--- src/rtl/mips_pkg.sv ---
// Shared pipeline constants, the fetch FSM state type and default parameter values
// used by the IF stage controller and its IF/ID register.
package mips_pkg;

    localparam int unsigned DEF_AW        = 32;
    localparam int unsigned DEF_CTRL_W    = 10;
    localparam logic [31:0] DEF_RESET_PC  = 32'h0000_0000;
    localparam logic [31:0] DEF_NOP_INSTR = 32'h0000_0000;   // sll $0,$0,0
    localparam int unsigned PC_INC        = 4;

    typedef enum logic [1:0] {
        BOOT  = 2'd0,
        FETCH = 2'd1,
        DROP  = 2'd2
    } fetch_state_t;

endpackage

--- src/rtl/if_stage_ctrl_if.sv ---
// Instruction-memory fetch handshake between the IF stage (master) and imem (slave).
// The address is held stable while imem_req is high; imem_valid may come back late.
interface if_stage_ctrl_if #(
    parameter int AW = 32
);
    logic          imem_req;
    logic [AW-1:0] imem_addr;
    logic [31:0]   imem_rdata;
    logic          imem_valid;

    modport master (
        output imem_req,
        output imem_addr,
        input  imem_rdata,
        input  imem_valid
    );

    modport slave (
        input  imem_req,
        input  imem_addr,
        output imem_rdata,
        output imem_valid
    );
endinterface

--- src/rtl/if_stage_ctrl_ifid_reg.sv ---
// IF/ID pipeline register: flush beats hold, hold beats load; when neither hold nor
// load applies, a NOP bubble (valid=0) is loaded and the stored PC+4 is kept.
module ifid_reg
    import mips_pkg::*;
#(
    parameter int          AW        = DEF_AW,
    parameter logic [31:0] NOP_INSTR = DEF_NOP_INSTR
) (
    input  logic          clk,
    input  logic          rst_n,
    input  logic          flush,
    input  logic          hold,
    input  logic          load,
    input  logic [AW-1:0] pc_in,
    input  logic [31:0]   instr_in,
    output logic [AW-1:0] pc_out,
    output logic [31:0]   instr_out,
    output logic          valid_out
);

    always_ff @(posedge clk or negedge rst_n) begin
        if (!rst_n) begin
            pc_out    <= '0;
            instr_out <= NOP_INSTR;
            valid_out <= 1'b0;
        end else if (flush) begin
            instr_out <= NOP_INSTR;
            valid_out <= 1'b0;
        end else if (!hold) begin
            if (load) begin
                pc_out    <= pc_in;
                instr_out <= instr_in;
                valid_out <= 1'b1;
            end else begin
                instr_out <= NOP_INSTR;
                valid_out <= 1'b0;
            end
        end
    end

endmodule

--- src/rtl/if_stage_ctrl.sv ---
// IF stage controller: PC register, fetch FSM (BOOT/FETCH/DROP), IF/ID register and the
// registered ID/EX bubble mux. Optional perf counters under `IF_STAGE_PERF_CNT_EN.
module if_stage_ctrl
    import mips_pkg::*;
#(
    parameter int            AW        = DEF_AW,
    parameter logic [AW-1:0] RESET_PC  = AW'(DEF_RESET_PC),
    parameter logic [31:0]   NOP_INSTR = DEF_NOP_INSTR,
    parameter int            CTRL_W    = DEF_CTRL_W
) (
    input  logic               clk,
    input  logic               rst_n,
    input  logic               pc_write,
    input  logic               ifid_write,
    input  logic               id_bubble,
    input  logic               branch_taken,
    input  logic [AW-1:0]      branch_target,
    if_stage_ctrl_if.master    imem,
    output logic [AW-1:0]      if_id_pc,
    output logic [31:0]        if_id_instr,
    output logic               if_id_valid,
    input  logic [CTRL_W-1:0]  ctrl_in,
    output logic [CTRL_W-1:0]  idex_ctrl
`ifdef IF_STAGE_PERF_CNT_EN
    ,
    output logic [31:0]        stall_cnt,
    output logic [31:0]        flush_cnt
`endif
);

    fetch_state_t  state, state_nxt;
    logic [AW-1:0] pc;
    logic [AW-1:0] pc_plus4;
    logic [AW-1:0] drop_addr;
    logic          drop_sel;
    logic          fetch_done;
    logic          fetch_accept;

    assign pc_plus4     = pc + AW'(PC_INC);
    assign fetch_done   = (state == FETCH) && imem.imem_valid;
    // A completed fetch is only consumed when the PC may advance; otherwise it is refetched.
    assign fetch_accept = fetch_done && pc_write;

    always_ff @(posedge clk or negedge rst_n) begin
        if (!rst_n) begin
            state <= BOOT;
        end else begin
            state <= state_nxt;
        end
    end

    always_comb begin
        state_nxt = state;
        case (state)
            BOOT:    state_nxt = FETCH;
            FETCH:   if (branch_taken && !imem.imem_valid) state_nxt = DROP;
            DROP:    if (imem.imem_valid) state_nxt = FETCH;
            default: state_nxt = BOOT;
        endcase
    end

    always_comb begin
        imem.imem_req = (state != BOOT);
        drop_sel      = (state == DROP);
        imem.imem_addr = drop_sel ? drop_addr : pc;
    end

    always_ff @(posedge clk or negedge rst_n) begin
        if (!rst_n) begin
            pc <= RESET_PC;
        end else if (branch_taken) begin
            pc <= branch_target;
        end else if (fetch_accept) begin
            pc <= pc_plus4;
        end
    end

    // The abandoned request keeps its address on the bus until imem answers it.
    always_ff @(posedge clk) begin
        if ((state == FETCH) && branch_taken && !imem.imem_valid) begin
            drop_addr <= pc;
        end
    end

    ifid_reg #(
        .AW        (AW),
        .NOP_INSTR (NOP_INSTR)
    ) u_ifid_reg (
        .clk       (clk),
        .rst_n     (rst_n),
        .flush     (branch_taken),
        .hold      (!ifid_write),
        .load      (fetch_accept),
        .pc_in     (pc_plus4),
        .instr_in  (imem.imem_rdata),
        .pc_out    (if_id_pc),
        .instr_out (if_id_instr),
        .valid_out (if_id_valid)
    );

    always_ff @(posedge clk or negedge rst_n) begin
        if (!rst_n) begin
            idex_ctrl <= '0;
        end else begin
            idex_ctrl <= id_bubble ? '0 : ctrl_in;
        end
    end

`ifdef IF_STAGE_PERF_CNT_EN
    function automatic logic [31:0] sat_inc(input logic [31:0] v);
        return (v == '1) ? v : v + 32'd1;
    endfunction

    always_ff @(posedge clk or negedge rst_n) begin
        if (!rst_n) begin
            stall_cnt <= '0;
            flush_cnt <= '0;
        end else begin
            if ((state == FETCH) && !pc_write) stall_cnt <= sat_inc(stall_cnt);
            if (branch_taken)                  flush_cnt <= sat_inc(flush_cnt);
        end
    end
`endif

    // Advancing the PC while IF/ID holds would lose an instruction.
    a_pc_without_ifid: assert property (@(posedge clk) disable iff (!rst_n)
        !(pc_write && !ifid_write));

endmodule

--- src/flat_wrapper.sv ---
// flat-port wrapper written by rule: the top's interface ports become plain ports
module if_stage_ctrl_flat import mips_pkg::*;
#(
    parameter int            AW        = DEF_AW,
    parameter logic [AW-1:0] RESET_PC  = AW'(DEF_RESET_PC),
    parameter logic [31:0]   NOP_INSTR = DEF_NOP_INSTR,
    parameter int            CTRL_W    = DEF_CTRL_W
)
  (clk, rst_n, pc_write, ifid_write, id_bubble, branch_taken, branch_target, if_id_pc, if_id_instr, if_id_valid, ctrl_in, idex_ctrl, imem_imem_req, imem_imem_addr, imem_imem_rdata, imem_imem_valid);
  if_stage_ctrl_if #(.AW(AW)) imem_i ();
  input  logic clk;
  input  logic rst_n;
  input  logic pc_write;
  input  logic ifid_write;
  input  logic id_bubble;
  input  logic branch_taken;
  input  logic [AW-1:0] branch_target;
  output logic [AW-1:0] if_id_pc;
  output logic [31:0] if_id_instr;
  output logic if_id_valid;
  input  logic [CTRL_W-1:0] ctrl_in;
  output logic [CTRL_W-1:0] idex_ctrl;
  output wire logic [$bits(imem_i.imem_req)-1:0] imem_imem_req;
  output wire logic [$bits(imem_i.imem_addr)-1:0] imem_imem_addr;
  input wire logic [$bits(imem_i.imem_rdata)-1:0] imem_imem_rdata;
  input wire logic [$bits(imem_i.imem_valid)-1:0] imem_imem_valid;
  assign imem_imem_req = imem_i.imem_req;
  assign imem_imem_addr = imem_i.imem_addr;
  assign imem_i.imem_rdata = imem_imem_rdata;
  assign imem_i.imem_valid = imem_imem_valid;
  if_stage_ctrl #(.AW(AW), .RESET_PC(RESET_PC), .NOP_INSTR(NOP_INSTR), .CTRL_W(CTRL_W)) u_core (.clk(clk), .rst_n(rst_n), .pc_write(pc_write), .ifid_write(ifid_write), .id_bubble(id_bubble), .branch_taken(branch_taken), .branch_target(branch_target), .imem(imem_i), .if_id_pc(if_id_pc), .if_id_instr(if_id_instr), .if_id_valid(if_id_valid), .ctrl_in(ctrl_in), .idex_ctrl(idex_ctrl));
endmodule
--- config.mk ---
export PLATFORM = sky130hd
export DESIGN_NAME = if_stage_ctrl_flat
export DESIGN_NICKNAME = d
export VERILOG_FILES = /design/src/rtl/mips_pkg.sv /design/src/rtl/if_stage_ctrl_if.sv /design/src/rtl/if_stage_ctrl_ifid_reg.sv /design/src/rtl/if_stage_ctrl.sv /design/src/flat_wrapper.sv
export SDC_FILE = /design/constraint.sdc
export NUM_CORES = 1
export LEC_CHECK = 0
export BUFFER_PORTS_ARGS = -buffer_cell sky130_fd_sc_hd__buf_2
export CORE_MARGIN = 5
export CORE_UTILIZATION = 40
export CTS_CLUSTER_DIAMETER = 80
export DETAILED_ROUTE_END_ITERATION = 16
export PLACE_DENSITY_LB_ADDON = 0.25
export SLEW_MARGIN = 20
export SYNTH_ARGS = -nofsm -noshare
export SYNTH_HDL_FRONTEND = slang
export SYNTH_SLANG_ARGS = --single-unit
--- constraint.sdc ---
create_clock -name clk -period 2.4 [get_ports clk]
set_input_delay 0.12 -clock clk [delete_from_list [all_inputs] [get_ports clk]]
set_output_delay 0.12 -clock clk [all_outputs]
set_load 0.01 [all_outputs]
* Yosys cells after proc, flatten, opt, wreduce, memory -nomap -nowiden
Cells that the tools add are included.
** Operators by class
- Add/subtract/negate cells :: 1
- Multiply operators :: 0
- Divide/modulo/power cells :: 0
- $lt $le $gt $ge :: 0
- Equal/unequal tests :: 4
- Shift-type cells :: 0
- Muxes and demuxes :: 13
- Bitwise gates (word level) :: 1
- Reductions and logical operators :: 12
** Operator list (count)
- 2-to-1 mux 32 bit :: 6
- adder 32 x 3 -> 32 bit (second input constant) :: 1
- 2-to-1 mux 10 bit :: 1
- case mux 2 bit (3 select lines) :: 1
- nonzero test 2 bit :: 3
- logical AND 1 bit :: 5
- 2-to-1 mux 2 bit :: 2
- != test 2 bit (second input constant) :: 2
- 2-to-1 mux 1 bit :: 3
- AND reduction 3 bit :: 1
- == test 2 x 1 -> 1 bit (second input constant) :: 1
- == test 2 bit (second input constant) :: 1
- logical NOT 2 bit :: 1
- AND reduction 2 bit :: 1
- logical NOT 1 bit :: 1
- inverter 1 bit :: 1
** Storage, ports and cells
- Register bits :: 141
- Bits in latches :: 0
- Memory bits (writable) :: 0
- Memory bits (read-only) :: 0
- Input port bits :: 81
- Output and inout port bits :: 108
- Logic and storage cells :: 38
- Memories kept :: 0

* Longest topological paths before layout
- Word-level depth :: 6
- Gate-level depth with buffers :: 8
- Depth with buffers taken out :: 5

* Modules after synthesis
From an unflattened synthesis, not the netlist that was laid out.
** Unflattened totals
- Cell total of the unflattened synthesis :: 609
- Area, all modules :: 6750.2 um^2
** By module, submodules not included
- if_stage_ctrl :: instances 1, cells an instance 395, area an instance 4105.2 um^2, seq. area each 2062.0 um^2
- ifid_reg :: instances 1, cells an instance 214, area an instance 2645.0 um^2, seq. area each 1626.6 um^2

* Worst setup path after synthesis
No wires, ideal clock.
- Path kind :: input to register
- Start :: in branch_taken
- End :: reg u_core.drop_addr[0] (enable)
- Setup time :: 421 ps
- Data arrival time :: 2107 ps
- Data required time :: 1979 ps
- Slack :: -128 ps
- Cell stages on the path :: 4
- Path buffers :: 2
- Cell sequence :: clkbuf_1 -> clkbuf_1 -> nand3b_1 -> nor2_1
** Between the ends
- Word-level cells in the longest chain between the ends :: 2
** RTL lines
- start: declaration :: line flat_wrapper.sv:16 : input logic branch_taken;
- logical AND 1 bit (2 in series) :: line if_stage_ctrl.sv:80 : if ((state == FETCH) && branch_taken && !imem.imem_valid) begin
- end signal: assignment :: line if_stage_ctrl.sv:81 : drop_addr <= pc;
- end: declaration :: line if_stage_ctrl.sv:34 : logic [AW-1:0] drop_addr;
Every way passes these cells.
A chain may end at the register's enable or synchronous reset.

* Final worst setup path
- Start :: reg u_core.pc[2]
- End :: reg u_core.u_ifid_reg.pc_out[30]
** Between the ends
- Word-level cells in the longest chain between the ends :: 1
** RTL lines
- start: declaration :: line if_stage_ctrl.sv:32 : logic [AW-1:0] pc;
- start signal: assignment :: line if_stage_ctrl.sv:72 : pc <= branch_target;
- start signal: assignment :: line if_stage_ctrl.sv:74 : pc <= pc_plus4;
- adder 32 x 3 -> 32 bit :: line if_stage_ctrl.sv:39 : assign pc_plus4 = pc + AW'(PC_INC);
- end signal: assignment :: line if_stage_ctrl_ifid_reg.sv:31 : pc_out <= pc_in;
- end: declaration :: line if_stage_ctrl_ifid_reg.sv:16 : output logic [AW-1:0] pc_out,
Every way passes these cells.

==> impl_metrics.json <==
{
  "status": "complete, no violations",
  "tightest_slew_ns": 0.736,
  "drt_iter0_markers": 293,
  "numCtsBuffers": 17,
  "r2r_start": "u_core.pc[2]$_DFFE_PN0P_",
  "synthesis.area_mm2": 0.00636,
  "ys_top_cells_by_count": "dfrtp_1 (109), nand2_1 (57), mux2_2 (35)",
  "critPathLaunch": "u_core.pc[2]$_DFFE_PN0P_",
  "rows": 46,
  "cpPeakStageDelay_ns": 0.60,
  "finalSetupViolCount": 0,
  "coreArea_mm2": 0.0157,
  "initial_core_util_pct": 40.5,
  "min_path_type": "in -> reg",
  "finalCritPeriodShare_pct": 91.9,
  "grt_pass1_vias": 5729,
  "arrival_ns": 2.53,
  "reg2reg_depth": 5,
  "portBuffers": 188,
  "yosysTopAreaCell": "dfrtp_1",
  "drive_gt1_share_pct": 34.0,
  "antenna_left": 0,
  "rsz0062_at_grt": "no",
  "r2r-end": "u_core.u_ifid_reg.pc_out[30]$_DFFE_PN0P_",
  "post_cts_buffers": 0,
  "cts_max_level": 4,
  "critPathCapture": "u_core.u_ifid_reg.pc_out[30]$_DFFE_PN0P_",
  "synth_top_area_share_pct": 42.9,
  "cts_tree": "yes",
  "wire_per_inst_um": 17.6,
  "fmax_mhz": 454,
  "p_leak_nw": 3.99,
  "maxSlewViolCount": 0,
  "critical_path.startpoint_type": "flip-flop",
  "grt_overflow_total": 0,
  "power_density_mw_per_mm2": 736,
  "die_w_um": 136,
  "peakVddDrop_mv": 0.495,
  "grt_first_pass_wirelength_mm": 30.0,
  "slew_headroom_pct": 50.8,
  "via_count": 5567,
  "cpMaxStageDelayCell": "or4_4",
  "path_clk_slew_ns": 0.06,
  "cts_sinks": 141,
  "grt_use_total_pct": 20.7,
  "die_y_um": 136,
  "wirelength_mm": 18.8,
  "finalHoldViolations": 0,
  "cp_max_fo": 31,
  "viasPerCell": 5.23,
  "required_ns": 2.73,
  "grt_max_degree": 50,
  "clock-root-buffer": "clkbuf_16",
  "clock_path_buffers": 2,
  "ioPinCount": 189,
  "fillers": 1342,
  "hpwl_mm": 12.9,
  "gp_congestion": 0.802,
  "finalWorstPathRequiredPeriod_ns": 2.20,
  "postSynthCellCount": 561,
  "fin_nets": 918,
  "final_core_util_pct": 57.6,
  "final_cell_count_no_fill": 1065,
  "hold_start": "branch_target[21]",
  "endpoint_kind": "flip-flop",
  "syn_avg_cell_area_um2": 11.3,
  "synth-seq-cells": 141,
  "synth.most_common_cell": "dfrtp_1",
  "synth_edf_count": 32,
  "cp_cell_sequence": "ha_1 -> nand2_1 -> or4_4 -> or4_1 -> a31oi_1",
  "reg2reg_slack_ns": 0.20,
  "die_area_mm2": 0.0185,
  "area_growth_pct": 42.3,
  "finalSetupTns_ns": 0,
  "synth_ff_type": "dfrtp_1",
  "dp.cells": 948,
  "drt-pass1-iter-count": 4,
  "clk_latency_ns": 0.41,
  "yosysSeqAreaShare_pct": 58.0,
  "synth.yosys.warnings": 0,
  "synth-async-reset-ratio_pct": 77.3,
  "post-place-ws_ns": 0.113,
  "timing.final.ws_setup_ns": 0.195,
  "path_class": "reg -> reg",
  "finalInstanceArea_mm2": 0.00904,
  "hold_depth": 3,
  "drc_errors": 0,
  "antennaDiodeCount": 0,
  "maxCapViolCount": 0,
  "clock_skew_ns": 0.00563,
  "placed_area_mm2": 0.00764,
  "synth.area.top_cells": "dfrtp_1 (43%), edfxtp_1 (15%), mux2_2 (6.2%), a22o_1 (4.4%), or4_1 (3.4%)",
  "antenna_found_initial": 0,
  "synthesis.nets": 643,
  "synth_cell_types": 40
}
-- what timing repair did --
item | CTS | global route
setup endpoints to repair | 0 | 4
hold buffers | 85 | 0
hold endpoints to repair | 113 | 0
resized for setup | 0 | 1
-- flip-flops by register name, indices dropped and copies added, names as in the netlist --
signal	count
u_core.drop_addr	32
u_core.pc	32
u_core.u_ifid_reg.instr_out	32
u_core.u_ifid_reg.pc_out	32
u_core.idex_ctrl	10
u_core.state	2
u_core.u_ifid_reg.valid_out	1
-- layout make-up --
cell class,instances,area [µm²],share of cell area [%]
sequential,141,3690,40.8
clock inverter,7,63.8,0.705
clock buffer,25,487,5.38
inverter,2,7.51,0.0830
tap,216,270,2.99
multi-input combinational,371,2480,27.4
timing repair buffer,303,2040,22.6
-- worst max-delay path: cells and delay by family (launching register included) --
family / cells / cell delay [ns]
flip-flops: 1 / 0.46
adder cells (fa/ha/maj): 1 / 0.21
AND/OR/NAND/NOR: 3 / 1.24
AO/OA/AOI/OAI: 1 / 0.20
-- worst min path at each step --
stage	slack (ns)	to
6_report	0.02	u_core.pc[21]$_DFFE_PN0P_
3_3_place_gp	0.12	u_core.idex_ctrl[3]$_DFF_PN0_
2_1_floorplan	-0.18	u_core.idex_ctrl[0]$_DFF_PN0_
3_5_place_dp	0.13	u_core.idex_ctrl[4]$_DFF_PN0_
5_1_grt	0.01	u_core.pc[21]$_DFFE_PN0P_
4_1_cts	0.003	u_core.pc[21]$_DFFE_PN0P_
-- where the power goes --
part / internal, mW / switching, mW
clock: 1.51 / 0.946
combinational: 0.584 / 0.649
sequential: 2.75 / 0.224
-- metrics by stage --
| stage | hold slack [ns] | total power [mW] |
|---|---|---|
| 6_report | 0.0213 | 6.66 |
| 5_1_grt | 0.0129 | 6.98 |
| 4_1_cts | 0.00348 | 6.73 |
| 3_5_place_dp | 0.132 | 4.14 |
| 3_3_place_gp | 0.120 | 4.10 |
| 2_1_floorplan | -0.176 | 3.53 |
-- placed cells by master, fill, tap and decap left out, types with 2 or more instances in the layout --
cell,instances
buf_2,187
dfrtp_1,108
dlygate4sd3_1,85
nand2_1,57
mux2_2,35
nor2_1,32
a22o_1,32
edfxtp_1,32
o21ai_0,31
or4_1,29
buf_4,29
a31oi_1,28
o31ai_1,21
clkbuf_16,18
xnor2_1,16
nand3_1,15
nand4_1,11
nor2b_1,10
or3_1,8
xor2_1,7
o211ai_1,6
clkbuf_1,6
nor3_1,5
clkinv_2,5
or2_2,3
and3_1,3
and4_1,3
nor4_1,3
nor2_4,2
and2_1,2
buf_12,2
-- routing by layer --
| layer | track usage (%) | routed length, µm | vias up |
|---|---|---|---|
| li1 | - | - | 2629 |
| met1 | 26.0 | 7900 | 2733 |
| met2 | 34.5 | 9260 | 176 |
| met3 | 5.29 | 1210 | 29 |
| met4 | 7.56 | 424 | 0 |
| met5 | 0 | 0 | - |
-- cell families (layout without fill, tap and decap cells) --
logic type               Yosys count  after routing  synth area share (%)
multiplexers                      36             36                  6.36
adder cells (fa/ha/maj)            1              1                 0.197
AO/OA/AOI/OAI                    120            120                  13.0
XOR/XNOR                          23             23                  3.17
buffers and inverters             49            337                  3.29
AND/OR/NAND/NOR                  191            191                  15.9
flip-flops                       141            141                  58.0
No activity file was read; power rests on OpenSTA's default activity.
